File: config.mk
export PLATFORM = sky130hd
export DESIGN_NAME = svo_chk_crc32
export DESIGN_NICKNAME = d
export VERILOG_FILES = /design/src/rtl/svo_stream_checker_pkg.sv /design/src/rtl/svo_chk_crc32.sv
export SDC_FILE = /design/constraint.sdc
export NUM_CORES = 1
export LEC_CHECK = 0
export ABC_AREA = 1
export CAP_MARGIN = 20
export CORE_UTILIZATION = 55
export DETAILED_ROUTE_END_ITERATION = 6
export MAX_ROUTING_LAYER = met4
export PLACE_DENSITY_LB_ADDON = 0.3
export SYNTH_ARGS = -nofsm -noshare
export SYNTH_HDL_FRONTEND = slang
export SYNTH_SLANG_ARGS = --single-unit
File: constraint.sdc
create_clock -name vclk -period 5.1
set_clock_uncertainty 0.2 [all_clocks]
set_input_delay 1.275 -clock vclk [all_inputs]
set_output_delay 1.275 -clock vclk [all_outputs]
set_load 0.005 [all_outputs]
File: src/rtl/svo_stream_checker_pkg.sv
// Shared types and constants for the SVO stream checker: FSM encoding, CRC-32 constants
// and the stall LFSR step function.
package svo_stream_checker_pkg;

  typedef enum logic [0:0] {
    WAIT_SOF = 1'b0,
    IN_FRAME = 1'b1
  } chk_state_t;

  localparam logic [31:0] CRC32_POLY = 32'h04C11DB7;
  localparam logic [31:0] CRC32_INIT = 32'hFFFFFFFF;

  // Fibonacci LFSR, taps 16,14,13,11 (shift right, feedback into bit 15).
  function automatic logic [15:0] lfsr16_next(input logic [15:0] s);
    return {s[0] ^ s[2] ^ s[3] ^ s[5], s[15:1]};
  endfunction

endpackage

File: src/rtl/svo_chk_crc32.sv
// Combinational CRC-32 step over one W-bit word, non-reflected polynomial,
// data consumed LSB first.
module svo_chk_crc32
  import svo_stream_checker_pkg::*;
#(
  parameter int W = 18
) (
  input  logic [31:0]  crc_in,
  input  logic [W-1:0] data,
  output logic [31:0]  crc_out
);

  logic [31:0] c;
  logic        fb;

  // NOTE: every variable assigned in always_comb gets a default first, so no path
  // leaves it holding its old value and no latch is inferred.
  always_comb begin
    c  = crc_in;
    fb = 1'b0;
    for (int i = 0; i < W; i++) begin
      fb = c[31] ^ data[i];
      c  = {c[30:0], 1'b0} ^ (fb ? CRC32_POLY : 32'h0);
    end
    crc_out = c;
  end

endmodule

==> results of run 1 <==
## logic make-up after synthesis
logic type    count (synthesis)
xor+xnor                     97
buf+inv                      65
simple gates                315
## stage by stage
stage | TNS, ns | cells | utilization, % | cell area, um^2 | hold slack, ns
after floorplan | 0 | 477 | - | 2800 | 2.64
after global placement | -0.566 | 671 | 84.5 | 4070 | 3.57
after detailed placement | -2.05 | 671 | 84.5 | 4070 | 3.59
after CTS | -0.0806 | 687 | 91.3 | 4400 | 3.50
## timing repair
action	4_1_cts
hold endpoints to repair	0
pin swaps	21
resized for setup	63
setup endpoints to repair	26
buffers inserted	16
## per-layer routing
layer | GRT overflow | GRT usage (%)
met3 | 1 | 47.1
met4 | 60 | 101
met1 | 7 | 74.8
met5 | - | -
met2 | 184 | 115
==> flow_summary.json, run 1 <==
{
  "status": "aborted with a tool error",
  "lastStage": "5_1_grt",
  "error_line": "[ERROR GRT-0232] Routing congestion too high. Check the congestion heatmap in the GUI.",
  "die_y_um": 73.4,
  "yosys.area.top_type_share_pct": 26.1,
  "synth.most_common_cell": "nand2_1",
  "synth_seq_area_share_pct": 0,
  "initial_core_util_pct": 58.2,
  "synth_compound_gate_area_share_pct": 0,
  "postSynthNetCount": 527,
  "pre_cts_ws_ns": -0.159,
  "placement_rows": 25,
  "gp_congestion": 0.964,
  "netlist_area_um2": 2800,
  "synth-xor-area-share_pct": 33.5,
  "pin_count": 82,
  "yosysTopAreaCell": "nand2_1",
  "synth_top_family_by_area": "simple AND/OR/NAND/NOR gates",
  "endpoint_type": "top-level output",
  "yosys.area_share.simple_pct": 57.7,
  "ctsHoldBuffers": 0,
  "netlist_top_cells_area": "nand2_1, xor2_1, nand2_4",
  "grt-worst-endpoint": "crc_out[11]",
  "avgSynthCellArea_um2": 5.88,
  "grt.overflow.total": 252,
  "hpwl_um": 7300,
  "synthCells": 477,
  "numPortBuffers": 82,
  "dieWidth_um": 73.4,
  "synth_cell_types": 19,
  "yosysWarnings": 0,
  "synth_commonest_cells": "nand2_1, xor2_1, nand2_2, inv_1, nand3_1",
  "grt_usage_pct": 83.8,
  "grt_max_degree": 9,
  "synth_fa_ha_area_share_pct": 0,
  "synthMuxAreaShare_pct": 0
}
==> run 2: changes to the inputs <==
Settings changed: CORE_UTILIZATION 55 to 40, MAX_ROUTING_LAYER met4 to unset, PLACE_DENSITY_LB_ADDON 0.3 to 0.15.
==> flow_summary.json, run 2 <==
{
  "numPortBuffers": 82,
  "p_comb_share_pct": 100.0,
  "yosysTopAreaCell": "nand2_1",
  "max-cap-violations": 0,
  "critical_path.max_stage_delay_ns": 0.49,
  "antenna_left": 0,
  "fin_area_um2": 4840,
  "slew_headroom_pct": 79.0,
  "topRoutingLayerUsed": "met4",
  "synth_seq_area_share_pct": 0,
  "cp.arrival_ns": 3.61,
  "cp_cell_sequence": "clkdlybuf4s50_1 -> inv_1 -> nand2_2 -> nand2_8 -> inv_4 -> nand2_1 -> nand2_1 -> nand2_2 -> buf_4 -> nand3_2 -> nand2_4 -> xor2_4 -> buf_4 -> nand2_1 -> nand2_1 -> inv_1 -> clkdlybuf4s50_1",
  "drt_first_iter_violations": 73,
  "critPathSlowestCell": "clkdlybuf4s50_1",
  "critPathKind": "in -> out",
  "synth.most_common_cell": "nand2_1",
  "first_pass_iters": 4,
  "route.met3.wl_um": 224,
  "placement_rows": 30,
  "crit_start": "data[5]",
  "critical_path.top_delay_family": "buffers and inverters",
  "finalWirelength_um": 8480,
  "seq_cells": 0,
  "critPathBufInv": 7,
  "dieWidth_um": 85.7,
  "min_from": "data[9]",
  "antenna_cells": 0,
  "clock.fmax_ghz": 0.197,
  "fin_crit_sh_pct": 99.7,
  "end_kind": "output pin",
  "postSynthNetCount": 527,
  "grt_max_degree": 10,
  "seqCellArea_um2": 0,
  "synth_cell_types": 19,
  "fin_crit_ns": 5.09,
  "pin_count": 82,
  "mostFrequentLayoutCell": "nand2_1",
  "yosysWarnings": 0,
  "rsz0062_at_grt": "yes",
  "synthToLayoutAreaGrowth_pct": 72.7,
  "grt_usage_pct": 22.1,
  "nets": 690,
  "layout_common_cells": "nand2_1, buf_4, nand2_2, xor2_1, inv_1",
  "netlist_top_cells_area": "nand2_1, xor2_1, nand2_4",
  "vias": 3283,
  "fill_cells": 592,
  "crit_end": "crc_out[17]",
  "initial_core_util_pct": 41.3,
  "crit_required_ns": 3.62,
  "cellLeakagePower_nw": 2.88,
  "power_frac_seq_pct": 0,
  "final_max_slew_viol_count": 0,
  "hold_viol_final": 0,
  "worst_pin_slew_ns": 0.313,
  "status": "finished, final reports clean",
  "clockPowerShare_pct": 0,
  "cpMostUsedCell": "nand2_1",
  "wl_met2_um": 4350,
  "synthCells": 477,
  "dieArea_um2": 7350,
  "path_max_fanout": 8,
  "grt_pass1_vias": 2983,
  "met1_length_um": 3710,
  "p_per_area_nw_per_um2": 290,
  "core-area_um2": 6790,
  "pre_cts_ws_ns": -0.130,
  "grt.overflow.total": 0,
  "p_int_mw": 0.731,
  "start_kind": "input pin",
  "nClkBuffers": 0,
  "post_drt_wl_per_cell_um": 11.5,
  "multi_input_area_um2": 2980,
  "avgSynthCellArea_um2": 5.88,
  "worstSetupPathDepth": 17,
  "grt_pass1_wl_um": 13200,
  "vias_per_cell": 4.47,
  "yosys.area.top_type_share_pct": 26.1,
  "drc_errors": 0,
  "fin_ws_ns": 0.0138,
  "ctsHoldBuffers": 0,
  "netlist_area_um2": 2800,
  "hpwl_um": 6860,
  "p_sw_mw": 0.673,
  "drive_gt1_share_pct": 39.0,
  "max-vdd-ir-drop_v": 0.000110,
  "finalSetupViolCount": 0,
  "antenna_found_initial": 0,
  "hp-class": "in -> out",
  "gp_congestion": 0.878,
  "dpl_cell_area_um2": 4160,
  "p_sw_share_pct": 47.9,
  "die_y_um": 85.7,
  "synth_commonest_cells": "nand2_1, xor2_1, nand2_2, inv_1, nand3_1"
}
-- run 2: cell counts after synthesis --
Identical to the previous run, type by type.
-- run 2: cell families (layout without fill, tap and decap cells) --
group	Yosys count	count (layout)	synth area share, %
buf+inv	65	226	8.84
xor+xnor	97	97	33.5
simple gates	315	315	57.7
-- run 2: worst min-delay path by stage --
| stage | depth (start not counted) | slack [ns] | to |
|---|---|---|---|
| 6_report | 7 | 3.23 | crc_out[30] |
| 5_1_grt | 7 | 3.29 | crc_out[30] |
| 4_1_cts | 7 | 3.47 | crc_out[22] |
| 3_5_place_dp | 5 | 3.61 | crc_out[31] |
| 3_3_place_gp | 5 | 3.62 | crc_out[31] |
| 2_1_floorplan | 3 | 2.64 | crc_out[21] |
-- run 2: final cells by class --
| cell class | count | share of cell area (%) |
|---|---|---|
| Timing Repair Buffer | 162 | 30.9 |
| Multi-Input combinational cell | 412 | 61.6 |
| Tap cell | 96 | 2.48 |
| Inverter | 64 | 5.07 |
-- run 2: worst min-delay path, cell delays in order --
cell            delay [ns]
dlymetal6s2s_1        0.15
xnor2_2               0.15
buf_4                 0.11
xor2_1                0.06
xor2_1                0.16
xor2_1                0.09
dlymetal6s2s_1        0.15
-- run 2: metal layers --
layer	vias to the layer above	GRT usage, %
li1	1718	-
met1	1470	27.7
met2	81	43.3
met3	14	0.385
met4	0	2.42
met5	-	0
-- run 2: repair_timing --
item | 4_1_cts | 5_1_grt
pin swaps | 15 | 33
setup buffers | 8 | 15
endpoints found under the setup margin | 24 | 27
hold endpoints to repair | 0 | 0
gates resized for setup | 49 | 81
-- run 2: power groups by stage --
stage	registers, mW	clock network [mW]	logic, mW
2_1_floorplan	0	0	0.676
3_3_place_gp	0	0	1.28
3_5_place_dp	0	0	1.29
4_1_cts	0	0	1.35
5_1_grt	0	0	1.53
6_report	0	0	1.40
-- run 2: through the flow --
stage / std cells / hold WS [ns] / total power, mW / TNS, ns / util [%]
finish: 734 / 3.23 / 1.40 / 0 / 71.3
global route: 734 / 3.29 / 1.53 / -0.219 / 71.3
CTS: 719 / 3.47 / 1.35 / -0.00677 / 64.7
detailed placement: 711 / 3.61 / 1.29 / -1.39 / 61.3
global placement: 711 / 3.62 / 1.28 / -1.00 / 61.3
floorplan: 477 / 2.64 / 0.676 / 0 / -
(Power assumes the default switching activity.)
